===== src/rtl/register_file_mp.sv =====
// Multi-read-port flip-flop register file with byte-lane writes, optional zero
// word and write bypass, plus a sequential bulk-clear engine.
module register_file_mp #(
  parameter int unsigned AddrWidth    = 4,
  parameter int unsigned DataWidth    = 16,
  parameter int unsigned NumReadPorts = 2,
  parameter bit          ZeroReg      = 1'b1,
  parameter bit          BypassEn     = 1'b0
) (
  input  logic                              clk_i,
  input  logic                              rst_ni,
  input  logic [NumReadPorts*AddrWidth-1:0] raddr_i,
  output logic [NumReadPorts*DataWidth-1:0] rdata_o,
  input  logic                              we_i,
  input  logic [AddrWidth-1:0]              waddr_i,
  input  logic [DataWidth-1:0]              wdata_i,
  input  logic [DataWidth/8-1:0]            wbe_i,
  input  logic                              clear_i,
  output logic                              busy_o,
  output logic                              wr_drop_o
);

  localparam int unsigned NumWords = 2 ** AddrWidth;
  localparam int unsigned NumBytes = DataWidth / 8;

  typedef enum logic {
    IDLE,
    CLEAR
  } state_e;

  state_e               state_q, state_d;
  logic [AddrWidth-1:0] cnt_q, cnt_d;
  logic                 drop_q, drop_d;
  logic [DataWidth-1:0] mem_q [NumWords];
  logic [DataWidth-1:0] mem_d [NumWords];

  logic                 wr_acc;
  logic [DataWidth-1:0] wmask;
  logic [DataWidth-1:0] wr_merged;

  always_comb begin
    wmask = '0;
    for (int unsigned b = 0; b < NumBytes; b++) begin
      wmask[b*8 +: 8] = {8{wbe_i[b]}};
    end
  end

  // Stored word at the write address with the enabled lanes replaced; shared by
  // the write path and the read bypass.
  assign wr_merged = (mem_q[waddr_i] & ~wmask) | (wdata_i & wmask);
  assign wr_acc    = (state_q == IDLE) && we_i && !clear_i;
  assign drop_d    = we_i && ((state_q == CLEAR) || clear_i);

  always_comb begin
    state_d = state_q;
    cnt_d   = cnt_q;
    mem_d   = mem_q;
    case (state_q)
      IDLE: begin
        if (clear_i) begin
          state_d = CLEAR;
          cnt_d   = '0;
        end else if (wr_acc && !(ZeroReg && (waddr_i == '0))) begin
          mem_d[waddr_i] = wr_merged;
        end
      end
      CLEAR: begin
        mem_d[cnt_q] = '0;
        cnt_d        = cnt_q + AddrWidth'(1);
        if (cnt_q == '1) begin
          state_d = IDLE;
        end
      end
      default: state_d = IDLE;
    endcase
  end

  always_ff @(posedge clk_i or negedge rst_ni) begin
    if (!rst_ni) begin
      state_q <= IDLE;
      cnt_q   <= '0;
      drop_q  <= 1'b0;
      for (int unsigned i = 0; i < NumWords; i++) begin
        mem_q[i] <= '0;
      end
    end else begin
      state_q <= state_d;
      cnt_q   <= cnt_d;
      drop_q  <= drop_d;
      mem_q   <= mem_d;
    end
  end

  for (genvar p = 0; p < NumReadPorts; p++) begin : g_rd
    logic [AddrWidth-1:0] addr;
    logic [DataWidth-1:0] word;

    assign addr = raddr_i[p*AddrWidth +: AddrWidth];

    always_comb begin
      word = mem_q[addr];
      if (BypassEn && wr_acc && (addr == waddr_i)) begin
        word = wr_merged;
      end
      if (ZeroReg && (addr == '0)) begin
        word = '0;
      end
    end

    assign rdata_o[p*DataWidth +: DataWidth] = word;
  end

  assign busy_o    = (state_q == CLEAR);
  assign wr_drop_o = drop_q;

endmodule

===== config.mk =====
export PLATFORM = sky130hd
export DESIGN_NAME = register_file_mp
export DESIGN_NICKNAME = d
export VERILOG_FILES = /design/src/rtl/register_file_mp.sv
export SDC_FILE = /design/constraint.sdc
export NUM_CORES = 1
export LEC_CHECK = 0
export CAP_MARGIN = 40
export CORE_UTILIZATION = 45
export CTS_BUF_LIST = sky130_fd_sc_hd__clkbuf_8
export DETAILED_ROUTE_END_ITERATION = 10
export PLACE_DENSITY = 0.59
export SYNTH_ARGS = -nofsm -noshare
export SYNTH_HDL_FRONTEND = slang
export SYNTH_SLANG_ARGS = --single-unit

===== constraint.sdc =====
create_clock -name clk_i -period 2.8 [get_ports clk_i]
set_input_delay 0.42 -clock clk_i [delete_from_list [all_inputs] [get_ports clk_i]]
set_output_delay 0.42 -clock clk_i [all_outputs]
set_load 0.02 [all_outputs]

* After elaboration in Yosys (flattened, before gate mapping)
Cells that the tools add are included.
Word-level totals: input port bits 34, output and inout bits 34, bits in registers 262
Cells by class: bitwise operators 11, magnitude comparators 6, equality and inequality tests 4, mux-type cells 24, reduce and logical (&&, ||, !) cells 13, add/sub/neg operators 1
Operator list (count):
- 2-to-1 mux 256 bit | 2
- one-hot mux 256 bit (2 select lines) | 1
- bitwise AND 256 bit | 1
- bitwise mux 256 bit | 1
- inverter 256 bit | 1
- binary-select mux 16 bit (select 4 bit) | 3
- 2-to-1 mux 16 bit | 10
- demux 16 bit (select 4 bit) | 2
- bitwise AND 16 bit | 2
- greater-or-equal comparator 5 bit, second input constant | 4
- inverter 4 -> 5 bit | 4
- inverter 16 bit | 1
- OR 16 bit | 1
- logical NOT 4 bit | 3
- less-than comparator 5 x 1 -> 1 bit, second input constant | 2
- one-hot mux 4 bit (2 select lines) | 1
- logical AND 1 bit | 6
- adder 4 x 1 -> 4 bit, second input constant | 1
- == test 4 bit, second input constant | 1
- 2-to-1 mux 4 bit | 1
- inequality test 2 bit, second input constant | 2
- logical NOT 1 bit | 2
- 2-to-1 mux 1 bit | 2
- inequality test 2 x 1 -> 1 bit, second input constant | 1
- other kinds (4) | 4

* Depth between registers and ports, before layout
depth after elaboration 10, gate-level depth with buffers 10, depth with buffers taken out 6

* Least setup slack after synthesis
No wires, ideal clock.
kind input-to-output, start in raddr_i[0], end out rdata_o[10], path buffers 3, stages on the path 6, slack 435 ps, data arrival time 1945 ps, required time 2380 ps, cells stage by stage buf_4 > buf_2 > buf_4 > mux4_2 > mux2i_1 > a21oi_1
On the way: word-level cells in the longest chain between the ends 5, elaborated cells on any way between the ends 6, classes of those cells mux (4); bitwise (1); reduce/logical (1)
Ends and longest elaborated chain:
- from (decl) | RTL line 12 | input logic [NumReadPorts*AddrWidth-1:0] raddr_i,
- inverter 4 -> 5 bit (not written as such) | RTL line 101 | word = mem_q[addr];
- binary-select mux 16 bit (select 4 bit) | RTL line 101
- 2-to-1 mux 16 bit (not written as such) (2 in series) | RTL line 101
- 2-to-1 mux 16 bit (*) | RTL line 105 | if (ZeroReg && (addr == '0)) begin
- to (decl) | RTL line 13 | output logic [NumReadPorts*DataWidth-1:0] rdata_o,
Every way passes the cells marked *; elsewhere a longest branch is shown, timed or not. The select of a mux whose other input is x is not followed.

* Worst setup path in the final report
start reg mem_q[3] in the netlist's numbering, end out rdata_o[3]
On the way: word-level cells in the longest chain between the ends 4
Ends and longest elaborated chain:
- from (decl) | RTL line 34 | logic [DataWidth-1:0] mem_q [NumWords];
- from (signal assigned) | RTL line 90 | mem_q <= mem_d;
- binary-select mux 16 bit (select 4 bit) | RTL line 101
- 2-to-1 mux 16 bit (not written as such) (2 in series) | RTL line 101
- 2-to-1 mux 16 bit | RTL line 105
No other way between the ends. The select of a mux whose other input is x is not followed.

==> results.yml <==
worst_setup_path:
  crit_end: "rdata_o[3]"
  rr_worst_depth: 9
  critPathLaunchType: "flop"
  path_buf_inv: 2
  worstSetupPathType: "reg -> out"
  crit_cells: 5
  r2r_start: "cnt_q[0]"
  crit_family: "multiplexers"
  worst-r2r-setup-slack_ns: 0.50
  critPathLaunch: "mem_q[3]"
  critPathCaptureType: "output pin"
  path_max_fanout: 4
  required_ns: 2.38
  crit_path_top_delay_cell: "mux4_2"
  crit_path_max_incr_delay_ns: 0.47
  crit_chain: "mux4_2 > mux2i_1 > buf_4 > a21oi_1 > clkdlybuf4s15_1"
  cp.arrival_ns: 2.32
  r2r_end: "mem_q[221]"
clock_tree:
  clk_pin_slew_ns: 0.06
  cts_setup_buffers: 0
  root_buffer: "clkbuf_8"
  clock_latency_ns: 0.65
  clock_tree.buffer_depth: 3
  clock-sinks: 262
  cts_tree: "done"
  h-tree-depth: 2
  numCtsBuffers: 49
die:
  die_w_um: 203.7
  dieHeight_um: 203.7
  ioPinCount: 68
  die_area_mm2: 0.04150
  initial_utilization_pct: 45.88
  core_area_mm2: 0.03991
  rows: 73
synthesis:
  ys_seq_area_share_pct: 35.80
  synth.distinct_cells: 70
  ys_warn_count: 0
  syn_area_mm2: 0.01831
  postSynthCellCount: 1805
  synth_top_area_cell: "dfrtp_1"
  synth_ff_type: "dfrtp_1"
  synth_top_area_share_pct: 35.80
  yosys-top-cells-area: "dfrtp_1 (36%), mux4_2 (13%), mux2i_1 (7.1%)"
  synth_nets: 1843
  synth-edff-count: 0
  syn_avg_cell_area_um2: 10.14
  ys_async_sr_fraction_pct: 100.0
  ys_ff_latch: 262
power:
  pwr-share-clk_pct: 33.3
  p_comb_share_pct: 29.0
  p_per_area_mw_per_mm2: 565.0
  p_switching_uw: 4414
  p_seq_share_pct: 37.7
  vdd_drop_max_mv: 0.4017
  p_int_uw: 7700
  p_leak_uw: 0.009214
  swShare_pct: 36.44
grt:
  grt_antenna_before_repair: 1
  grt_max_degree: 75
  grt_pass1_wl_um: 110300
  grt_usage_pct: 36.24
  grt_pass1_vias: 16630
  grt-ovfl-total: 0
layout:
  drive_gt1_share_pct: 24.28
  final_nets: 1969
  antenna_cells: 0
  finalNonFillerCells: 2494
  area_growth_pct: 17.10
  post-route-cell-area_mm2: 0.02144
sta:
  setup_tns_ns: 0
  rsz0062_at_grt: "false"
  slew_headroom_pct: 41.58
  fin_crit_ns: 2.743
  clock-skew-final_ns: 0.02959
  period_share_pct: 97.98
  final-hold-violation-count: 0
  holdWs_ns: 0.2747
  finalMaxSlewViolations: 0
  fmax_mhz: 364.5
  worst_pin_slew_ns: 0.8763
  setup_viol: 0
route:
  drt_iter0_drc: 2011
  vias_per_cell: 6.873
  final_antenna_net_count: 0
  num_vias: 17140
  drt-pass1-iter-count: 5
  wl_per_cell_um: 29.85
  wl_um: 74440
  drc: 0
placed_design:
  place_area_mm2: 0.02043
  hpwl_um: 50940
  portBuffers: 67
  gp_congestion: 0.9694
  place_inst: 2404
flow_run:
  max_cap_violations: 0
hold_path:
  hp-class: "in -> async"
outcome:
  status: "complete, no violations"
==> routing by layer <==
layer	GRT usage, %	part of all wire [%]	up-vias	wire [um]
li1	-	-	7193	-
met1	47.12	39	8488	29020
met2	54.11	44	1127	32660
met3	10.88	11	332	8325
met4	19.55	5.9	2	4427
met5	0	0.013	-	10
==> sequential cells by signal, indices dropped and copies added, names as in the netlist <==
signal	cells
wr_drop_o	1
cnt_q	4
mem_q	256
busy_o	1
==> kinds of logic after synthesis <==
group	after synthesis	share of synthesized area, %
AND/OR/NAND/NOR	565	15.38
AO/OA/AOI/OAI	524	20.31
multiplexers	274	22.88
flip-flops	262	35.80
buffers and inverters	174	5.255
adder cells (fa/ha/maj)	4	0.2733
XOR/XNOR	2	0.09568
==> power by group through the flow <==
| stage | Clock (uW) | Combinational (uW) | Sequential (uW) |
|---|---|---|---|
| final | 4030 | 3510 | 4570 |
| after global routing | 4230 | 3660 | 4610 |
| after CTS | 4080 | 3430 | 4550 |
| after detailed placement | 0 | 3440 | 4610 |
| after global placement | 0 | 3400 | 4600 |
| after floorplan | 0 | 1990 | 4450 |
==> Yosys cell counts (32+ instances only) <==
library cell and instances:
a32oi_1 105, mux2i_1 129, buf_2 60, a221o_1 32
a21oi_1 90, nor2b_1 40, nor3_1 78, nand2_1 305
o21ai_1 44, dfrtp_1 262, o21ai_0 130, clkbuf_1 67
nand2b_1 48, mux4_2 107, o2bb2ai_1 45, mux2_2 34
==> cell usage in the layout, fill, tap and decap left out, types with 5 or more instances in the layout <==
cell	instances
o31ai_1	16
dlygate4sd2_1	26
a221o_1	32
o221ai_2	15
and4b_1	5
buf_4	148
inv_1	23
nand2b_1	48
clkinv_2	5
o21ai_0	130
buf_12	31
a22oi_1	16
mux2i_1	125
buf_2	8
mux4_2	107
and2_1	9
mux2_2	34
clkdlybuf4s50_1	23
nor2_1	13
clkbuf_8	59
o21ai_1	44
a21oi_2	6
o2bb2ai_1	45
nor2b_1	38
a22oi_2	6
nand2_1	305
nor2_2	12
nor3_1	78
a21oi_1	86
dfrtp_1	262
a32oi_1	105
and3_1	13
nor2_4	12
==> layout make-up <==
| class | count | area [um2] |
|---|---|---|
| fill | 3540 | 18470 |
| multi-input combinational | 1369 | 10850 |
| sequential | 262 | 6556 |
| timing repair buffer | 245 | 2338 |
| clock buffer | 59 | 812.0 |
| tap | 525 | 656.9 |
| clock inverter | 30 | 214.0 |
| inverter | 4 | 15.01 |
==> repair_timing <==
action,in CTS,in global routing
hold buffers,1,0
resized for setup,36,7
endpoints found under the hold margin,59,0
pin swaps,0,0
endpoints found under the setup margin,32,6
==> through the flow <==
step / util [%] / setup slack (ns) / total power (uW)
after floorplan: - / 0.4350 / 6444
after global placement: 51.12 / -0.04074 / 7997
after detailed placement: 51.19 / -0.04360 / 8052
after CTS: 53.71 / 0.002599 / 12060
after global routing: 53.72 / 0.002125 / 12500
final: 53.72 / 0.05662 / 12110
==> worst min path at each step <==
stage	end	slack (ns)	cells past startpoint
final	mem_q[82]	0.27	2
after global routing	mem_q[82]	0.34	2
after global placement	mem_q[82]	0.40	1
after floorplan	busy_o	0.12	0
after CTS	mem_q[82]	0.29	2
after detailed placement	mem_q[82]	0.40	1
==> worst register-to-register path: cells and delay by family (launching register included) <==
family | cells | cell delay (ns)
flops | 1 | 0.41
buf+inv | 4 | 0.66
compound gates | 2 | 0.72
simple gates | 2 | 0.24
fa+ha+maj | 1 | 0.21
No activity file was read; power rests on OpenSTA's default activity.
